$ cat src/rtl/cpu_run_monitor.sv
// Run monitor for the single-cycle RISC-V core: counts cycles and retired
// instructions, mirrors one register, detects end of program or timeout,
// and keeps a circular history of recent PCs for post-mortem reads.
//
// Ports:
//   clk, rst     clock, synchronous active-high reset
//   pc, instr    current PC and the instruction fetched at it
//   rf_we/_waddr/_wdata  register-file write port (observed only)
//   trace_idx    history read index, 0 = newest
//   trace_pc     PC at trace_idx (combinational)
//   cycle_count  cycles spent in RUN
//   instret      retired instructions (PC changes in RUN)
//   watch_value  shadow copy of register WATCH_REG
//   state        0 IDLE, 1 RUN, 2 HALTED, 3 TIMEOUT
//   done         state is HALTED or TIMEOUT
//   halt_cause   0 none, 1 ECALL, 2 EBREAK, 3 PC self-loop
//   pass, fail   golden-value verdict, present only with MON_EXPECT_EN
//
// Build option: define MON_EXPECT_EN to compare watch_value against
// EXPECT_VALUE when the program halts.
module cpu_run_monitor #(
   parameter int          XLEN         = 32,
   parameter int          WATCH_REG    = 11,
   parameter int          STALL_LIMIT  = 4,
   parameter int          TIMEOUT      = 50,
   parameter int          TRACE_DEPTH  = 8,
   parameter logic [XLEN-1:0] EXPECT_VALUE = '0
) (
   input  logic                           clk,
   input  logic                           rst,
   input  logic [XLEN-1:0]                pc,
   input  logic [31:0]                    instr,
   input  logic                           rf_we,
   input  logic [4:0]                     rf_waddr,
   input  logic [XLEN-1:0]                rf_wdata,
   input  logic [$clog2(TRACE_DEPTH)-1:0] trace_idx,
   output logic [XLEN-1:0]                trace_pc,
   output logic [31:0]                    cycle_count,
   output logic [31:0]                    instret,
   output logic [XLEN-1:0]                watch_value,
   output logic [1:0]                     state,
   output logic                           done,
   output logic [1:0]                     halt_cause
`ifdef MON_EXPECT_EN
   ,
   output logic                           pass,
   output logic                           fail
`endif
);

   localparam int AW = $clog2(TRACE_DEPTH);
   localparam logic [4:0] WREG = 5'(WATCH_REG);
   localparam logic [31:0] ECALL = 32'h0000_0073;
   localparam logic [31:0] EBREAK = 32'h0010_0073;

   typedef enum logic [1:0] {
      S_IDLE    = 2'd0,
      S_RUN     = 2'd1,
      S_HALTED  = 2'd2,
      S_TIMEOUT = 2'd3
   } state_t;

   state_t          state_q, state_d;
   logic [XLEN-1:0] prev_q, prev_d;
   logic [31:0]     cycle_q, cycle_d;
   logic [31:0]     inst_q, inst_d;
   logic [XLEN-1:0] watch_q, watch_d;
   logic [7:0]      stall_q, stall_d;
   logic [1:0]      cause_q, cause_d;
   logic [AW-1:0]   wp_q, wp_d;
   logic            hist_we;
   logic [XLEN-1:0] hist_q [TRACE_DEPTH];
   logic [AW-1:0]   rd_ptr;
   logic            pc_same;
   logic            wr_hit;
`ifdef MON_EXPECT_EN
   logic            pass_q, pass_d;
   logic            fail_q, fail_d;
`endif

   assign pc_same = (pc == prev_q);
   assign wr_hit  = rf_we && (rf_waddr == WREG) && (WREG != 5'd0);

   always_comb begin
      state_d = state_q;
      prev_d  = prev_q;
      cycle_d = cycle_q;
      inst_d  = inst_q;
      watch_d = watch_q;
      stall_d = stall_q;
      cause_d = cause_q;
      wp_d    = wp_q;
      hist_we = 1'b0;
`ifdef MON_EXPECT_EN
      pass_d  = pass_q;
      fail_d  = fail_q;
`endif
      unique case (state_q)
         S_IDLE: begin
            prev_d  = pc;
            stall_d = 8'd0;
            if (wr_hit) watch_d = rf_wdata;
            state_d = S_RUN;
         end
         S_RUN: begin
            cycle_d = cycle_q + 32'd1;
            prev_d  = pc;
            if (wr_hit) watch_d = rf_wdata;
            if (!pc_same) begin
               inst_d  = inst_q + 32'd1;
               hist_we = 1'b1;
               wp_d    = wp_q + AW'(1);
               stall_d = 8'd0;
            end else if (stall_q != 8'hFF) begin
               stall_d = stall_q + 8'd1;
            end
            // Self-loop fires on the edge where the counter would
            // reach STALL_LIMIT-1, i.e. the (STALL_LIMIT-1)th repeat.
            if (instr == ECALL) begin
               state_d = S_HALTED;
               cause_d = 2'd1;
            end else if (instr == EBREAK) begin
               state_d = S_HALTED;
               cause_d = 2'd2;
            end else if (pc_same &&
                         stall_q == 8'(STALL_LIMIT - 2)) begin
               state_d = S_HALTED;
               cause_d = 2'd3;
            end else if (cycle_q == 32'(TIMEOUT - 1)) begin
               state_d = S_TIMEOUT;
            end
`ifdef MON_EXPECT_EN
            if (state_d == S_HALTED) begin
               pass_d = (watch_d == EXPECT_VALUE);
               fail_d = (watch_d != EXPECT_VALUE);
            end else if (state_d == S_TIMEOUT) begin
               fail_d = 1'b1;
            end
`endif
         end
         default: ;
      endcase
   end

   always_ff @(posedge clk) begin
      if (rst) begin
         state_q <= S_IDLE;
         prev_q  <= '0;
         cycle_q <= '0;
         inst_q  <= '0;
         watch_q <= '0;
         stall_q <= '0;
         cause_q <= '0;
         wp_q    <= '0;
`ifdef MON_EXPECT_EN
         pass_q  <= 1'b0;
         fail_q  <= 1'b0;
`endif
      end else begin
         state_q <= state_d;
         prev_q  <= prev_d;
         cycle_q <= cycle_d;
         inst_q  <= inst_d;
         watch_q <= watch_d;
         stall_q <= stall_d;
         cause_q <= cause_d;
         wp_q    <= wp_d;
`ifdef MON_EXPECT_EN
         pass_q  <= pass_d;
         fail_q  <= fail_d;
`endif
      end
   end

   always_ff @(posedge clk) begin
      if (rst) begin
         for (int i = 0; i < TRACE_DEPTH; i++) hist_q[i] <= '0;
      end else if (hist_we) begin
         hist_q[wp_q] <= pc;
      end
   end

   // wp points at the next free slot, so the newest entry is wp-1.
   assign rd_ptr      = wp_q - AW'(1) - trace_idx;
   assign trace_pc    = hist_q[rd_ptr];
   assign cycle_count = cycle_q;
   assign instret     = inst_q;
   assign watch_value = watch_q;
   assign state       = state_q;
   assign done        = state_q[1];
   assign halt_cause  = cause_q;
`ifdef MON_EXPECT_EN
   assign pass        = pass_q;
   assign fail        = fail_q;
`endif

endmodule

$ cat config.mk
export PLATFORM = sky130hd
export DESIGN_NAME = cpu_run_monitor
export DESIGN_NICKNAME = d
export VERILOG_FILES = /design/src/rtl/cpu_run_monitor.sv
export SDC_FILE = /design/constraint.sdc
export NUM_CORES = 1
export LEC_CHECK = 0
export ABC_AREA = 0
export CORE_MARGIN = 2
export CORE_UTILIZATION = 45
export DETAILED_ROUTE_END_ITERATION = 12
export DONT_BUFFER_PORTS = 1
export GPL_TIMING_DRIVEN = 0
export PLACE_DENSITY = 0.64
export SKIP_LAST_GASP = 1
export SLEW_MARGIN = 10
export SYNTH_ARGS = -nofsm -noshare
export SYNTH_HDL_FRONTEND = slang
export SYNTH_SLANG_ARGS = --single-unit
$ cat constraint.sdc
create_clock -name clk -period 5.2 [get_ports clk]
set_input_delay 1.3 -clock clk [delete_from_list [all_inputs] [get_ports clk]]
set_output_delay 1.3 -clock clk [all_outputs]
set_load 0.01 [all_outputs]
Yosys cells after proc, flatten, opt, wreduce, memory -nomap -nowiden
Memory sizes are Yosys's and may differ from the RTL's.
Index checks and enable logic that the tools add are counted.
{"block": "op_classes", "add_sub_neg": 6, "n_mul": 0, "div_mod_pow": 0, "order_cmp": 0, "eq_ne": 10, "shifts": 0, "n_mux": 21, "bitwise": 1, "n_reduce_logical": 12}
{"cell": "adder 32 x 1 -> 32 bit (second input constant)", "n": 2}
{"cell": "== test 32 x 21 -> 1 bit (second input constant)", "n": 1}
{"cell": "== test 32 bit", "n": 1}
{"cell": "== test 32 x 6 -> 1 bit (second input constant)", "n": 1}
{"cell": "== test 32 x 7 -> 1 bit (second input constant)", "n": 1}
{"cell": "2-to-1 mux 32 bit", "n": 1}
{"cell": "OR reduction 32 bit", "n": 1}
{"cell": "2-to-1 mux 8 bit", "n": 2}
{"cell": "one-hot mux 8 bit (2 select lines)", "n": 1}
{"cell": "2-to-1 mux 2 bit", "n": 7}
{"cell": "AND reduction 2 bit", "n": 5}
{"cell": "adder 8 x 1 -> 8 bit (second input constant)", "n": 1}
{"cell": "== test 8 x 2 -> 1 bit (second input constant)", "n": 1}
{"cell": "2-to-1 mux 1 bit", "n": 8}
{"cell": "inequality test 8 bit (second input constant)", "n": 1}
{"cell": "== test 5 x 4 -> 1 bit (second input constant)", "n": 1}
{"cell": "inequality test 5 bit (second input constant)", "n": 1}
{"cell": "one-hot mux 2 bit (2 select lines)", "n": 1}
{"cell": "adder 3 x 1 -> 3 bit (second input constant)", "n": 1}
{"cell": "2-to-1 mux 3 bit", "n": 1}
{"cell": "inequality test 3 bit (second input constant)", "n": 1}
{"cell": "nonzero test 3 bit", "n": 1}
{"cell": "subtractor 3 x 1 -> 3 bit (second input constant)", "n": 1}
{"cell": "subtractor 3 bit", "n": 1}
{"cell": "other kinds (6)", "n": 7}
{"block": "word_totals", "register_bits": 143, "latch_bits": 0, "mem_bits_rw": 256, "mem_bits_ro": 0, "input_bits": 107, "output_inout_bits": 133, "elab_cells": 59, "n_memories": 1}
{"name": "hist_q", "words": 8, "width": 32, "rd": 1, "rd_ports_with_merged_regs": 0, "write_ports": 8, "line": "72", "source": "logic [XLEN-1:0] hist_q [TRACE_DEPTH];"}

Longest topological paths before layout
{"block": "depth", "word_depth": 8, "ltp_mapped": 10}

Worst setup path before layout
Ideal clock, no wire load.
{"block": "synth_path", "path_kind": "input port to output port", "startpoint": "input trace_idx[0]", "endpoint": "output trace_pc[0]", "arrival_ns": 3.522, "required_ns": 3.900, "path_slack_ns": 0.378, "stages": 9, "path_cell_list": "inv_1 > ha_1 > inv_1 > fa_1 > xnor2_1 > xnor2_1 > clkbuf_1 > mux4_2 > mux2_2"}
{"block": "synth_via", "elab_chain_cells": 2}
{"item": "start: declaration", "line": "36", "source": "input logic [$clog2(TRACE_DEPTH)-1:0] trace_idx,"}
{"item": "subtractor 3 bit", "line": "184", "source": "assign rd_ptr = wp_q - AW'(1) - trace_idx;"}
{"item": "memory read (8 x 32 bit)"}
{"item": "end: declaration", "line": "37", "source": "output logic [XLEN-1:0] trace_pc,"}
No other way between the ends.

Worst setup path after layout
{"block": "layout_path", "startpoint": "input trace_idx[0]", "endpoint": "output trace_pc[23]"}
The elaborated chain is that of the path after synthesis.

==> summary.md <==
| Metric | Value |
|---|---|
| Status | finished, final reports clean |
| Num ports | 240 |
| Fin crit period | 5070 ps |
| Pre-CTS setup slack | -268 ps |
| Synth Warn # | 0 |
| PnR worst setup slack | between 100 and 150 ps |
| Mapped Nets | about 1,600 |
| Worst path required time | between 3000 and 4000 ps |
| Clock Root Buffer | clkbuf_16 |
| Core ar. | 39,900 µm² |
| Pin count of the biggest net entering global routing | 33 |
| Inserted Diodes | 0 |
| R2r startpoint | state[1] |
| Layout cells sized above 1 | 15.5% |
| Non-Filler Instances | 2,110 |
| Grt total ovfl | 0 |
| Gr usage total | 22.6% |
| Synth area leaders | edfxtp_1 (42%), dfxtp_1 (16%), mux4_2 (7.9%) |
| Worst-case reg-to-reg path depth | 7 |
| Die area | 42,200 µm² |
| Top FF cell, synth | edfxtp_1 |
| Drt drc | 0 |
| Sum Neg Setup Slack | 0 ps |
| HP Class | flop to flop |
| Number of vias per cell | 5.61 |
| Met3 routed WL | 3480 µm |
| Leading cell types in the layout, fill and taps excluded | edfxtp_1 (256), and2_1 (227), dfxtp_1 (143) |
| Htree depth | 2 |
| Antenna viol nets, final | 0 |
| Max cap viols | 0 |
| DIE HEIGHT | 205 µm |
| Maximum root-to-sink buffer count | 3 |
| Max-slew headroom | 23.4% |
| Synth cell types | 60 |
| Crit path capture | trace_pc[23] |
| Max FO, Critical Path | 10 |
| Nets | 1,667 |
| DRT met1 WL | approximately 19,000 µm |
| Area leader, netlist | edfxtp_1 |
| Post-synth EDFFs | 256 |
| Worst Tran Pin Value | 1150 ps |
| Final HPWL DP | 32,800 µm |
| Count of buffers from port buffering | 0 |
| Power Density | 353 nW/µm² |
| Total Wirelength | 47,300 µm |
| Critical path, cell by cell | inv_1, ha_1, inv_1, fa_1, xnor2_1, xnor2_2, buf_8, clkbuf_2, mux4_2, mux2_2 |
| # fillers | 3,448 |
| Crit path DAT | approximately 3800 ps |
| Worst Setup Start Kind | input port |
| Vias in the first global route | ~12,000 |
| Crit path largest cell delay | 390 ps |
| Setup violators final | 0 |
| Final core occ | 51.2% |
| Worst path bufs/invs | 4 |
| TritonCTS clock tree | built |
| WP depth | 10 |
| Leakage power | ~7.2 nW |
| DR iter-0 viols | 621 |
| Synth top area share | 42.1% |
| Sink Count | between 300 and 400 |
| CP endpoint kind | output pin |
| Vias | roughly 12,000 |
| Clock network latency to the later pin of the worst-skew pair | about 560 ps |
| Crit. Startpoint | trace_idx[0] |
| Fin crit share | a little over nine tenths |
| CP most frequent cell | inv_1 |
| Clock slew at reported path FFs | 60 ps |
| Worst vdd ir | around 250 µV |
| Avg Inst Size Synth | 12.2 µm² |
| Top sig layer | met5 |
| Initial antenna violation count | 1 |
| Flop2flop setup slack | 1750 ps |
| CP delay by family, top | multiplexers |
| Area grow syn2layout | 11.9% |
| Placed instance count | approximately 2,000 |
| Synthesized flop and latch total | ~400 |
| Clk_skew | 16.2 ps |
| Commonest non-fill, non-tap cell in the layout | edfxtp_1 |
| RR Endpoint | hist_q[5][12] |
| FFs w/ async S/R, synth | 0% |
| CP max stage cell | mux4_2 |
| # rows | 73 |
| Hold WS | approximately 500 ps |
| CTS Buf Count | 44 |
| Sequential area share after synthesis | just under 60% |
| Mapped Cells | 1,500 |
| Global-route wire length before repair | 71,500 µm |
| Gpl congestion | 0.851 |
| Drt first pass iters | 5 |
| WS Path Type | input port to output pin |
| Starting Density | 45.7% |
| Fmax | 197 MHz |
| Endpoints failing hold | 0 |
| Post-CTS Setup Bufs | 0 |
| Synth Cell Area | 18,300 µm² |
| Met2 wire len | 23,500 µm |
| Slew Viols, Final | 0 |
| RSZ-0062 raised after global routing | no |
| WL/cell | 22.4 µm |
| Die width | 205 µm |
[layout make-up]
class / count / area (µm²) / area share (%)
buffer: 107 / 483 / 2.36
clock buffer: 65 / 1220 / 5.97
clock inverter: 14 / 110 / 0.539
inverter: 12 / 45.0 / 0.220
multi-input combinational: 981 / 7230 / 35.4
sequential: 399 / 10600 / 51.6
tap: 525 / 657 / 3.22
timing repair buffer: 7 / 133 / 0.649
[report_power, final]
group,leakage (nW),switching (mW),total (mW),internal [mW]
registers,3.83,0.0487,3.54,3.49
logic,2.73,0.435,0.744,0.309
clock network,0.651,1.25,2.92,1.68
[sequential cells by signal, summed over array words and instances, names as in the netlist]
register and cells:
halt_cause 2, instret 32, watch_value 32, wp_q 3, cycle_count 32, state 2, stall_q 8, prev_q 32
hist_q 256
[synthesized netlist by cell type (22+ instances only)]
library cell	instances
mux2i_1	32
mux4_2	64
nor2_1	127
xor2_1	49
a21oi_1	62
edfxtp_1	256
nand3_1	28
nand2_1	114
and2_1	227
mux2_2	36
dfxtp_1	143
nand4_1	22
buf_2	29
clkbuf_1	70
[kinds of logic after synthesis]
logic type	count (synthesis)	share of synthesized area, %
multiplexers	133	12.0
buffers and inverters	120	2.84
AND/OR/NAND/NOR	651	19.7
flip-flops	399	57.8
XOR/XNOR	64	3.07
AO/OA/AOI/OAI	125	4.09
adder cells (fa/ha/maj)	8	0.589
[layer usage]
metal  vias to the layer above  track usage [%]
met3                        74             5.07
met1                      5833             28.1
met2                       438             39.2
li1                       5500                -
met5                         -                0
met4                         2             6.94
[how the worst min path moves through the flow]
| stage | end | cells past startpoint | start | slack [ps] |
|---|---|---|---|---|
| CTS | watch_value[22] | 2 | watch_value[22] | 510 |
| global placement | watch_value[7] | 2 | watch_value[7] | 490 |
| finish | watch_value[22] | 2 | watch_value[22] | 500 |
| floorplan | watch_value[0] | 2 | watch_value[0] | 480 |
| global route | watch_value[13] | 2 | watch_value[13] | 520 |
| detailed placement | watch_value[22] | 2 | watch_value[22] | 500 |
[worst min-delay path, delay by kind of cell, from the launching register on]
family	cells	cell delay (ps)
flops	1	340
compound gates	1	50
simple gates	1	60
[repair_timing]
action | 4_1_cts | 5_1_grt
pin swaps | 0 | 0
resized for setup | 9 | 4
hold buffers | 0 | 0
endpoints found under the setup margin | 32 | 32
[stage by stage]
step	power, mW	area (µm²)
5_1_grt	7.45	20400
4_1_cts	7.29	20400
3_5_place_dp	4.37	19100
2_1_floorplan	4.13	18300
6_report	7.21	20400
3_3_place_gp	4.33	18900
No activity file was read; power rests on OpenSTA's default activity.
